File: config.mk
export PLATFORM = sky130hd
export DESIGN_NAME = mmio_bridge
export DESIGN_NICKNAME = d
export VERILOG_FILES = /design/src/rtl/mmio_bridge.sv
export SDC_FILE = /design/constraint.sdc
export NUM_CORES = 1
export LEC_CHECK = 0
export ABC_AREA = 1
export ABC_CLOCK_PERIOD_IN_PS = 5710
export CORE_UTILIZATION = 54
export CTS_CLUSTER_DIAMETER = 40
export CTS_CLUSTER_SIZE = 12
export DETAILED_ROUTE_END_ITERATION = 10
export HOLD_SLACK_MARGIN = 0.05
export PLACE_DENSITY = 0.84
export SYNTH_ARGS = -nofsm -noshare
export SYNTH_HDL_FRONTEND = slang
export SYNTH_SLANG_ARGS = --single-unit
File: constraint.sdc
create_clock -name clk -period 5.71 [get_ports clk]
set_input_delay 1.4275 -clock clk [delete_from_list [all_inputs] [get_ports clk]]
set_output_delay 1.4275 -clock clk [all_outputs]
set_load 0.005 [all_outputs]
File: src/rtl/mmio_bridge.sv
// Data-memory splitter: routes core accesses to external RAM or to the on-chip
// peripheral window (LEDs, debounced switches, timer with compare and sticky IRQ flag).
module mmio_bridge #(
  parameter int unsigned SW_W      = 16,
  parameter int unsigned LED_W     = 16,
  parameter logic [19:0] DEB_CYC   = 20'd500000,
  parameter logic [31:0] MMIO_BASE = 32'hBFAF_F000
) (
  input  logic              clk,
  input  logic              rst,
  input  logic              cpu_ce_i,
  input  logic              cpu_we_i,
  input  logic [31:0]       cpu_addr_i,
  input  logic [31:0]       cpu_wdata_i,
  output logic [31:0]       cpu_rdata_o,
  output logic              dram_ce_o,
  output logic              dram_we_o,
  output logic [31:0]       dram_addr_o,
  output logic [31:0]       dram_wdata_o,
  input  logic [31:0]       dram_rdata_i,
  input  logic [SW_W-1:0]   switch_on,
  output logic [LED_W-1:0]  led_out,
  output logic              timer_irq_o
);

  localparam logic [7:0] OFF_LED  = 8'h00;
  localparam logic [7:0] OFF_SW   = 8'h04;
  localparam logic [7:0] OFF_CNT  = 8'h08;
  localparam logic [7:0] OFF_CMP  = 8'h0C;
  localparam logic [7:0] OFF_CTRL = 8'h10;

  logic             is_mmio, mmio_wr;
  logic [7:0]       off;
  logic [31:0]      mmio_rdata;

  logic [LED_W-1:0] led_q, led_d;
  logic [SW_W-1:0]  sync1_q, sync2_q, sw_db_q, sw_db_d;
  logic [19:0]      deb_cnt_q, deb_cnt_d;
  logic [31:0]      count_q, count_d, compare_q, compare_d;
  logic             flag_q, flag_d, irq_en_q, irq_en_d, irq_q, irq_d;
  logic             flag_set, flag_clr;

  assign is_mmio      = cpu_ce_i & (cpu_addr_i[31:8] == MMIO_BASE[31:8]);
  assign mmio_wr      = is_mmio & cpu_we_i;
  assign off          = cpu_addr_i[7:0];

  assign dram_ce_o    = cpu_ce_i & ~is_mmio;
  assign dram_we_o    = dram_ce_o & cpu_we_i;
  assign dram_addr_o  = cpu_addr_i;
  assign dram_wdata_o = cpu_wdata_i;

  assign led_out      = led_q;
  assign timer_irq_o  = irq_q;

  // Reads see only registered state, so a same-cycle write returns the old value.
  always_comb begin
    // NOTE: every always_comb output gets a default first so no path infers a latch.
    mmio_rdata = '0;
    case (off)
      OFF_LED:  mmio_rdata = 32'(led_q);
      OFF_SW:   mmio_rdata = 32'(sw_db_q);
      OFF_CNT:  mmio_rdata = count_q;
      OFF_CMP:  mmio_rdata = compare_q;
      OFF_CTRL: mmio_rdata = {30'd0, irq_en_q, flag_q};
      default:  mmio_rdata = '0;
    endcase
    cpu_rdata_o = '0;
    if (cpu_ce_i) cpu_rdata_o = is_mmio ? mmio_rdata : dram_rdata_i;
  end

  always_comb begin
    led_d     = led_q;
    compare_d = compare_q;
    irq_en_d  = irq_en_q;
    count_d   = count_q + 32'd1;
    flag_clr  = 1'b0;
    if (mmio_wr) begin
      case (off)
        OFF_LED:  led_d     = cpu_wdata_i[LED_W-1:0];
        OFF_CNT:  count_d   = cpu_wdata_i;
        OFF_CMP:  compare_d = cpu_wdata_i;
        OFF_CTRL: begin
          irq_en_d = cpu_wdata_i[1];
          flag_clr = cpu_wdata_i[0];
        end
        default: ;
      endcase
    end
    // Match on the value COUNT is about to take so the flag rises with it; set wins.
    flag_set = (count_d == compare_q);
    flag_d   = flag_set | (flag_q & ~flag_clr);
    irq_d    = flag_d & irq_en_d;
  end

  // Any bounce while the count runs clears it, so only an uninterrupted change is accepted.
  always_comb begin
    sw_db_d   = sw_db_q;
    deb_cnt_d = '0;
    if (sync2_q != sw_db_q) begin
      if (deb_cnt_q == DEB_CYC - 20'd1) sw_db_d = sync2_q;
      else                              deb_cnt_d = deb_cnt_q + 20'd1;
    end
  end

  // NOTE: state registers use non-blocking assignments so all flops update from pre-edge values.
  always_ff @(posedge clk or negedge rst) begin
    if (!rst) begin
      led_q     <= '0;
      sync1_q   <= '0;
      sync2_q   <= '0;
      sw_db_q   <= '0;
      deb_cnt_q <= '0;
      count_q   <= '0;
      compare_q <= 32'hFFFF_FFFF;
      flag_q    <= 1'b0;
      irq_en_q  <= 1'b0;
      irq_q     <= 1'b0;
    end else begin
      led_q     <= led_d;
      sync1_q   <= switch_on;
      sync2_q   <= sync1_q;
      sw_db_q   <= sw_db_d;
      deb_cnt_q <= deb_cnt_d;
      count_q   <= count_d;
      compare_q <= compare_d;
      flag_q    <= flag_d;
      irq_en_q  <= irq_en_d;
      irq_q     <= irq_d;
    end
  end

endmodule

# After elaboration in Yosys (flattened, before gate mapping)
# Index checks and enable logic that the tools add are counted.
# W data, S select, Z words.
[totals] register_bits=151 input_bits=116 output_inout_bits=115 word_cells=44
[op_classes] add_sub_neg=2 n_eq_ne=8 n_mux=11 bitwise=9 n_reduce_logical=4
[op_table] operator="$pmux W32 S5" count=1
[op_table] operator="$mux W32" count=4
[op_table] operator="$mux W20" count=2
[op_table] operator="$add A32 B1 Y32 const B" count=1
[op_table] operator="$eq A32 B32 Y1" count=1
[op_table] operator="$eq A24 B24 Y1 const B" count=1
[op_table] operator="$add A20 B1 Y20 const B" count=1
[op_table] operator="$eq A20 B19 Y1 const B" count=1
[op_table] operator="$eq A8 B4 Y1 const B" count=2
[op_table] operator="$ne A16 B16 Y1" count=1
[op_table] operator="$eq A8 B3 Y1 const B" count=1
[op_table] operator="$eq A8 B5 Y1 const B" count=1
[op_table] operator="$logic_not A8 Y1" count=1
[op_table] operator="$and A1 B1 Y1" count=6
[op_table] operator="$reduce_and A2 Y1" count=3
[op_table] operator="$mux W1" count=4
[op_table] operator="$not A1 Y1" count=2
[op_table] operator="$or A1 B1 Y1" count=1

# Depth between registers and ports, before layout
# Gate-level depths: netlist of the first run.
[logic_depth] depth_word=8 mapped_depth=18

# Worst setup path after synthesis of the first run
# No wires, ideal clock.
[synth_path] kind="input-to-output" from="input port cpu_addr_i[5]" to="output port cpu_rdata_o[13]" t_arrival_ns=2.870 required_time_ns=4.283 setup_slack_ns=1.413 stages=9 path_cell_list="or2_1 > nor2_4 > inv_2 > nor2_1 > nand2_1 > inv_1 > clkbuf_1 > a221oi_1 > o21ai_0"
[synth_between] elab_chain_cells=4 elab_cells_between_ends=8 cone_classes="4 x eq/ne; 3 x mux; 1 x reduce/logical"
[synth_lines] element="from (decl)" line="13" text="input logic [31:0] cpu_addr_i,"
[synth_lines] element="$eq A8 B5 Y1, or another cell as far along" line="59" text="case (off)"
[synth_lines] element="$pmux W32 S5 (*)" line="59"
[synth_lines] element="$mux W32 (*) (2 in series)" line="68" text="if (cpu_ce_i) cpu_rdata_o = is_mmio ? mmio_rdata : dram_rdata_i;"
[synth_lines] element="to (decl)" line="15" text="output logic [31:0] cpu_rdata_o,"
# Every way passes the cells marked *; elsewhere a longest branch is shown, timed or not.

# Worst setup path in the final report of the first run
[layout_path] from="input port cpu_addr_i[5]" to="output port cpu_rdata_o[7]"
# The elaborated chain is that of the path after synthesis.

==> impl_results.md, run 1 <==
- Outcome: completed
- I/O Buffers: 230
- GRT overflow: 0
- Largest net degree at the start of global routing: 112
- Leak Pwr: 5.54 nW
- IO Count: 231
- Clock sinks: 151
- Synth Instances: 1285
- Worst r2r src: count_q[0]
- Core Region: 16600 µm²
- Final Hold Vio Count: 0
- Arrival time at the worst endpoint: 3.94 ns
- Max-slew headroom: 20.1%
- Layout cells sized above 1: 6.60%
- Routed WL: 27400 µm
- Hold path depth: 0
- Die Span X: 132 µm
- Layout Nets: 1575
- Vias in the first global route: 8698
- Worst VDD drop: 207 µV
- R2r setup slk: 2.95 ns
- Crit path max-delay cell type: clkdlybuf4s50_1
- Synth warn: 0
- Synth Area in XOR/XNOR: 3.33%
- Post-synthesis mux area share: 0.109%
- Final setup TNS: 0 ns
- Yosys reg bits: 151
- Min-Delay Path Class: reg -> reg
- R2r worst-path depth: 16
- WHS Endpoint: sync2_q[8]
- Power density over cell area: 210 nW/µm²
- Async S/R FF share, synth: 100%
- Synth Area in Adders: 0.272%
- CP Capture Type: output pin
- Critical Path Start Type: input port
- P&R area growth vs syn: 29.1%
- Gr usage total: 32.2%
- Vias post-DR: 9121
- Antenna Nets Post-Route: 0
- WP buf/inv: 4
- Post-synthesis net count: 1403
- Most instantiated cells after synthesis: 417 x nand2_1, 185 x inv_1, 119 x dfrtp_1, 102 x nor2_1, 87 x o21ai_0
- H-tree lvl count: 4
- Synth Area in Simple Gates: 30.2%
- Overall Power: 2.49 mW
- Crit-path leading delay family: buffers and inverters
- Worst-skew pair later-pin latency: 0.42 ns
- Reg2reg end: timer_irq_o
- Post-synth EDFFs: 0
- Worst Skew: 0.00605 ns
- Max Cap Viol: 0
- CTS tree: yes
- Initial DRC count: 758
- First-pass GRT wire length: 43700 µm
- Syn_area_per_cell: 7.16 µm²
- Top cells by area, synth: dfrtp_1 32%, nand2_1 17%, dfstp_2 9.1%
- Worst-Margin Slew: 1.19 ns
- F_max: 186 MHz
- Setup Buffers After CTS: 0
- Hold_buf cts: 0
- Hold Path Origin: sync1_q[8]
- Longest Clk Path Bufs: 2
- CTS resizes: 0
- RSZ-0062 raised after global routing: no
- Final period utilization: 93.9%
- Fin. max-slew vios: 0
- Via/cell ratio: 5.40
- Initial core utilization: 55.4%
- Largest family of logic cells by synthesized area: simple AND/OR/NAND/NOR gates
- Die Height: 132 µm
- Routability Congestion: 0.975
- Top-area cell type share of the netlist area: 32.4%
- TritonRoute pass-1 iters: 6
- Total CTS buffers: 17
- Worst EP required: 4.28 ns
- Number of remaining DRC errors: 0
- Die ar.: 17600 µm²
- # setup viols final: 0
- CP peak stage delay: 0.53 ns
- Count leader, synth: nand2_1
- Max FO, Critical Path: 7
- Post-synthesis cell type count: 42
- Cell row count: 47
- Clock transition at the registers of the reported paths: 0.06 ns
- Crit path time final: 5.36 ns
- Area leader, netlist: dfrtp_1
- Critical path class: in -> out
- Antenna cells: 0
- Synth Area in Compound Gates: 10.0%
- Routed len/inst: 16.2 µm
- HPWL after DPL: 20700 µm
- Top cell by count, worst path: clkdlybuf4s50_1
- Top_reg_cell synth: dfrtp_1
- Cell area after synthesis: 9200 µm²
- Initial antenna violation count: 0
- Root Driver: clkbuf_16
- Post-synthesis sequential area ratio: 41.5%
- CP cell instances: clkdlybuf4s50_1 -> or2_1 -> nor2_4 -> inv_2 -> nor2_1 -> nand2_2 -> buf_4 -> o22ai_1 -> a221oi_1 -> o21ai_0 -> clkdlybuf4s50_1
[metrics by stage]
step / cell area [µm²] / utilization [%] / setup slack, ns / instances / hold slack [ns]
floorplan: 9200 / - / 1.41 / 1285 / 0.331
global placement: 11300 / 68.1 / 0.297 / 1658 / 0.331
detailed placement: 11300 / 68.1 / 0.249 / 1658 / 0.335
CTS: 11900 / 71.6 / 0.214 / 1690 / 0.349
global route: 11900 / 71.6 / 0.116 / 1690 / 0.353
finish: 11900 / 71.6 / 0.347 / 1690 / 0.346
[registers in the layout, indices dropped and copies added (netlist names)]
register and flops:
sw_db_q 16, led_out 16, count_q 32, compare_q 32
sync2_q 16, deb_cnt_q 20, timer_irq_o 1, flag_q 1
sync1_q 16, irq_en_q 1
[power by group]
part | internal [mW] | switching [mW] | leakage [nW]
sequential | 1.10 | 0.0175 | 1.83
clock | 0.650 | 0.461 | 0.280
combinational | 0.156 | 0.108 | 3.43
[placed cells by master, fill, tap and decap left out, types with 2 or more instances in the layout]
| cell | count |
|---|---|
| a21oi_1 | 5 |
| inv_2 | 2 |
| nor2_4 | 3 |
| nand3b_1 | 7 |
| inv_6 | 4 |
| nor2_2 | 3 |
| clkbuf_16 | 17 |
| inv_1 | 185 |
| o22ai_1 | 17 |
| clkinvlp_4 | 2 |
| nor3_1 | 14 |
| nand3_1 | 68 |
| o21ai_0 | 87 |
| dfrtp_1 | 119 |
| buf_4 | 20 |
| o2111ai_1 | 4 |
| clkdlybuf4s50_1 | 229 |
| nand2_2 | 3 |
| clkinv_2 | 3 |
| xor2_1 | 26 |
| xnor2_1 | 9 |
| nor3b_1 | 5 |
| clkbuf_1 | 2 |
| a221oi_1 | 15 |
| and2_1 | 2 |
| nand4_1 | 23 |
| bufinv_16 | 2 |
| a22o_1 | 14 |
| nor2_1 | 102 |
| dfstp_2 | 32 |
| nand2_1 | 416 |
| nor4_1 | 10 |
| ha_1 | 2 |
| a22oi_1 | 4 |
[area by class of cell]
| class | instances | area (µm²) |
|---|---|---|
| fillers | 1390 | 4710 |
| repair buffers | 250 | 2450 |
| inverters | 188 | 706 |
| clock buffers | 19 | 433 |
| multi-input cells | 849 | 4040 |
| clock inverters | 13 | 145 |
| well taps | 220 | 275 |
| flip-flops and latches | 151 | 3820 |
[routing by layer]
layer  vias up  routed length [µm]  global-route usage (%)
li1       4367                   -                       -
met1      4236               10600                    39.5
met2       451               13400                    55.3
met3        67                2540                    7.20
met4         0                 888                    12.1
met5         -                   0                       0
[worst register-to-register path: cells and delay by family (launching register included)]
family | cells | cell delay [ns]
AND/OR/NAND/NOR | 13 | 1.65
flip-flops | 1 | 0.46
adder cells (fa/ha/maj) | 1 | 0.27
XOR/XNOR | 1 | 0.17
AO/OA/AOI/OAI | 1 | 0.14
[cell families after synthesis]
kind of cell / after synthesis
muxes: 1
DFF: 151
AOI/OAI and AO/OA: 151
xor gates and xnor gates: 35
and+or+nand+nor: 660
adders and majority gates: 2
buffers and inverters: 285
[worst max path at each step]
stage	startpoint	to	cells after the start
6_report	cpu_addr_i[5]	cpu_rdata_o[7]	11
4_1_cts	cpu_addr_i[5]	cpu_rdata_o[7]	11
3_5_place_dp	cpu_addr_i[5]	cpu_rdata_o[9]	12
3_3_place_gp	cpu_addr_i[5]	cpu_rdata_o[9]	12
5_1_grt	cpu_addr_i[0]	cpu_rdata_o[0]	12
2_1_floorplan	cpu_addr_i[5]	cpu_rdata_o[13]	9
(Power assumes the default switching activity.)
==> inputs of run 2 (changes only) <==
--- a/config.mk
+++ b/config.mk
@@ -6,13 +6,15 @@
 export NUM_CORES = 1
 export LEC_CHECK = 0
 export ABC_AREA = 1
-export ABC_CLOCK_PERIOD_IN_PS = 5710
-export CORE_UTILIZATION = 54
+export ABC_CLOCK_PERIOD_IN_PS = 5100
+export CORE_UTILIZATION = 50
 export CTS_CLUSTER_DIAMETER = 40
 export CTS_CLUSTER_SIZE = 12
 export DETAILED_ROUTE_END_ITERATION = 10
 export HOLD_SLACK_MARGIN = 0.05
-export PLACE_DENSITY = 0.84
+export PLACE_DENSITY = 0.78
+export SLEW_MARGIN = 20
 export SYNTH_ARGS = -nofsm -noshare
 export SYNTH_HDL_FRONTEND = slang
 export SYNTH_SLANG_ARGS = --single-unit
+export TNS_END_PERCENT = 30
==> constraint.sdc (replaced) <==
create_clock -name clk -period 5.1 [get_ports clk]
set_input_delay 1.275 -clock clk [delete_from_list [all_inputs] [get_ports clk]]
set_output_delay 1.275 -clock clk [all_outputs]
set_load 0.005 [all_outputs]
==> impl_results.md, run 2 (synthesis gave the netlist of run 1 again) <==
- GRT overflow: 0 (unchanged)
- Final setup TNS: 0 ns (unchanged)
- Core Region: 18000 µm² (was 16600 µm²)
- Die Height: 138 µm (was 132 µm)
- Largest net degree at the start of global routing: 97 (was 112)
- Initial core utilization: 51.2% (was 55.4%)
- Antenna cells: 0 (unchanged)
- WP buf/inv: 6 (was 4)
- Die ar.: 18900 µm² (was 17600 µm²)
- Clock sinks: 151 (unchanged)
- Cell row count: 49 (was 47)
- Outcome: completed (unchanged)
- Internal Power: 2.20 mW (was 1.90 mW)
- Crit-path leading delay family: buffers and inverters (unchanged)
- R2r setup slk: 2.38 ns (was 2.95 ns)
- Switching part of the total: 23.3% (was 23.6%)
- Max Cap Viol: 0 (unchanged)
- Longest Clk Path Bufs: 2 (unchanged)
- Gr usage total: 30.0% (was 32.2%)
- Critical path depth: 13 (was 11)
- RSZ-0062 raised after global routing: no (unchanged)
- Hold_buf cts: 0 (unchanged)
- Reg2reg end: timer_irq_o (unchanged)
- TritonRoute pass-1 iters: 6 (unchanged)
- CP peak stage delay: 0.50 ns (was 0.53 ns)
- Total CTS buffers: 17 (unchanged)
- Commonest non-fill, non-tap cell in the layout: nand2_1 (unchanged)
- Flop pwr share: 43.6% (was 44.7%)
- Vias post-DR: 9123 (was 9121)
- Power density over cell area: 238 nW/µm² (was 210 nW/µm²)
- Worst r2r src: count_q[0] (unchanged)
- Sequential Area: 3820 µm² (unchanged)
- Initial DRC count: 815 (was 758)
- P_sw: 0.668 mW (was 0.587 mW)
- Via/cell ratio: 5.33 (was 5.40)
- Top cell by count, worst path: inv_1 (was clkdlybuf4s50_1)
- HPWL after DPL: 21000 µm (was 20700 µm)
- Logic pwr share: 10.5% (was 10.6%)
- Root Driver: clkbuf_16 (unchanged)
- Routed len/inst: 16.1 µm (was 16.2 µm)
- Antenna Nets Post-Route: 0 (unchanged)
- Worst-Margin Slew: 0.883 ns (was 1.19 ns)
- Clock share of power: 46.0% (was 44.6%)
- I/O Buffers: 230 (unchanged)
- Area after DPL: 11400 µm² (was 11300 µm²)
- Overall Power: 2.86 mW (was 2.49 mW)
- Worst Skew: 0.0177 ns (was 0.00605 ns)
- Min-Delay Path Class: reg -> reg (unchanged)
- First-pass GRT wire length: 42500 µm (was 43700 µm)
- CP Capture Type: output pin (unchanged)
- H-tree lvl count: 4 (unchanged)
- Crit path max-delay cell type: clkdlybuf4s50_1 (unchanged)
- F_max: 203 MHz
- Leak Pwr: 5.63 nW (was 5.54 nW)
- Die Span X: 138 µm (was 132 µm)
- Fin. max-slew vios: 0 (unchanged)
- Setup Buffers After CTS: 0 (unchanged)
- Layout cells sized above 1: 7.48% (was 6.60%)
- Final period utilization: 96.7%
- Crit path time final: 4.93 ns
- Biggest regs: compare_q: 32 flops, count_q: 32 flops, deb_cnt_q: 20 flops (unchanged)
- Max-slew headroom: 41.1% (was 20.1%)
- Routability Congestion: 0.998 (was 0.975)
- Final Hold Vio Count: 0 (unchanged)
- R2r worst-path depth: 17 (was 16)
- IO Count: 231 (unchanged)
- Crit path from: cpu_addr_i[1] (was cpu_addr_i[5])
- Max FO, Critical Path: 8 (was 7)
- CTS resizes: 0 (unchanged)
- Worst VDD drop: 304 µV (was 207 µV)
- Most frequent cells in the layout: 417 x nand2_1, 229 x clkdlybuf4s50_1, 185 x inv_1 (was 416 x nand2_1, 229 x clkdlybuf4s50_1, 185 x inv_1)
- Clock transition at the registers of the reported paths: 0.06 ns (about the same)
- Layout Nets: 1588 (was 1575)
- Initial antenna violation count: 0 (unchanged)
- Multi-input gate area: 4050 µm² (was 4040 µm²)
- Worst-skew pair later-pin latency: 0.44 ns (was 0.42 ns)
- Worst EP required: 3.83 ns (was 4.28 ns)
- CP cell instances: clkdlybuf4s50_1 -> nor2_2 -> inv_1 -> nor2_1 -> inv_1 -> nor2_1 -> nand2_1 -> inv_1 -> buf_4 -> nand2_1 -> o2111ai_1 -> a22o_1 -> clkdlybuf4s50_1 (was clkdlybuf4s50_1 -> or2_1 -> nor2_4 -> inv_2 -> nor2_1 -> nand2_2 -> buf_4 -> o22ai_1 -> a221oi_1 -> o21ai_0 -> clkdlybuf4s50_1)
- Critical Path Start Type: input port (unchanged)
- Fillers: 1524 (was 1390)
- Arrival time at the worst endpoint: 3.65 ns (was 3.94 ns)
- CTS tree: yes (unchanged)
- Critical path class: in -> out (unchanged)
- P&R area growth vs syn: 31.0% (was 29.1%)
- Design Area, Final: 12000 µm² (was 11900 µm²)
- Worst Setup EP: cpu_rdata_o[3] (was cpu_rdata_o[7])
- Routed WL: 27500 µm (was 27400 µm)
- Number of remaining DRC errors: 0 (unchanged)
- Vias in the first global route: 8436 (was 8698)
- # setup viols final: 0 (unchanged)
==> run 2: cell count changes in the layout (fill, tap and decap cells not counted) <==
| cell | previous run | this run |
|---|---|---|
| buf_12 | 0 | 2 |
| buf_4 | 20 | 31 |
| bufinv_16 | 2 | 3 |
| clkbuf_8 | 0 | 1 |
| clkinv_2 | 3 | 0 |
| clkinv_4 | 1 | 4 |
| inv_6 | 4 | 3 |
| inv_8 | 1 | 0 |
| nand2_1 | 416 | 417 |
| nand2_2 | 3 | 2 |
| nor2_1 | 102 | 100 |
| nor2_2 | 3 | 5 |
==> run 2: power groups by stage <==
stage / registers (mW) / logic, mW / clock network [mW]
finish: 1.25 / 0.300 / 1.32
CTS: 1.25 / 0.304 / 1.33
floorplan: 1.26 / 0.112 / 0
global placement: 1.27 / 0.298 / 0
detailed placement: 1.27 / 0.302 / 0
global route: 1.25 / 0.332 / 1.38
==> run 2: routing by layer <==
metal / track usage, % / vias up / share of wire (%)
met5: 0 / - / 0
met4: 11.5 / 0 / 2.6
met3: 6.70 / 45 / 9.7
met2: 50.9 / 466 / 49
met1: 37.0 / 4227 / 39
li1: - / 4385 / -
==> run 2: final cells by class <==
type	instances	share of cell area (%)
Multi-Input combinational cell	849	33.6
Sequential cell	151	31.7
Timing Repair Buffer	263	21.4
Inverter	188	5.86
Clock buffer	20	3.71
Tap cell	229	2.38
Clock inverter	12	1.38
==> run 2: worst min-delay path by stage <==
stage,from,cells past startpoint,to,slack [ns]
6_report,sync1_q[10],0,sync2_q[10],0.35
5_1_grt,sync1_q[8],0,sync2_q[8],0.35
4_1_cts,sync1_q[10],0,sync2_q[10],0.35
3_5_place_dp,sync1_q[0],0,sync2_q[0],0.34
3_3_place_gp,sync1_q[6],0,sync2_q[6],0.33
2_1_floorplan,sync1_q[0],0,sync2_q[0],0.33
==> run 2: stage by stage <==
stage	hold WS, ns	util, %	setup WS, ns	cells
after CTS	0.349	67.0	0.118	1712
after global routing	0.350	67.1	0.0173	1712
after floorplan	0.331	-	1.11	1285
after detailed placement	0.336	63.6	0.127	1680
after global placement	0.332	63.6	0.146	1680
final	0.348	67.1	0.171	1712
==> inputs of run 3 (changes only) <==
--- a/config.mk
+++ b/config.mk
@@ -9,7 +9,6 @@
 export ABC_CLOCK_PERIOD_IN_PS = 5100
 export CORE_UTILIZATION = 50
 export CTS_CLUSTER_DIAMETER = 40
-export CTS_CLUSTER_SIZE = 12
 export DETAILED_ROUTE_END_ITERATION = 10
 export HOLD_SLACK_MARGIN = 0.05
 export PLACE_DENSITY = 0.78
==> results of run 3 <==
The final DEF is identical to that of run 2; final timing and power are the same.
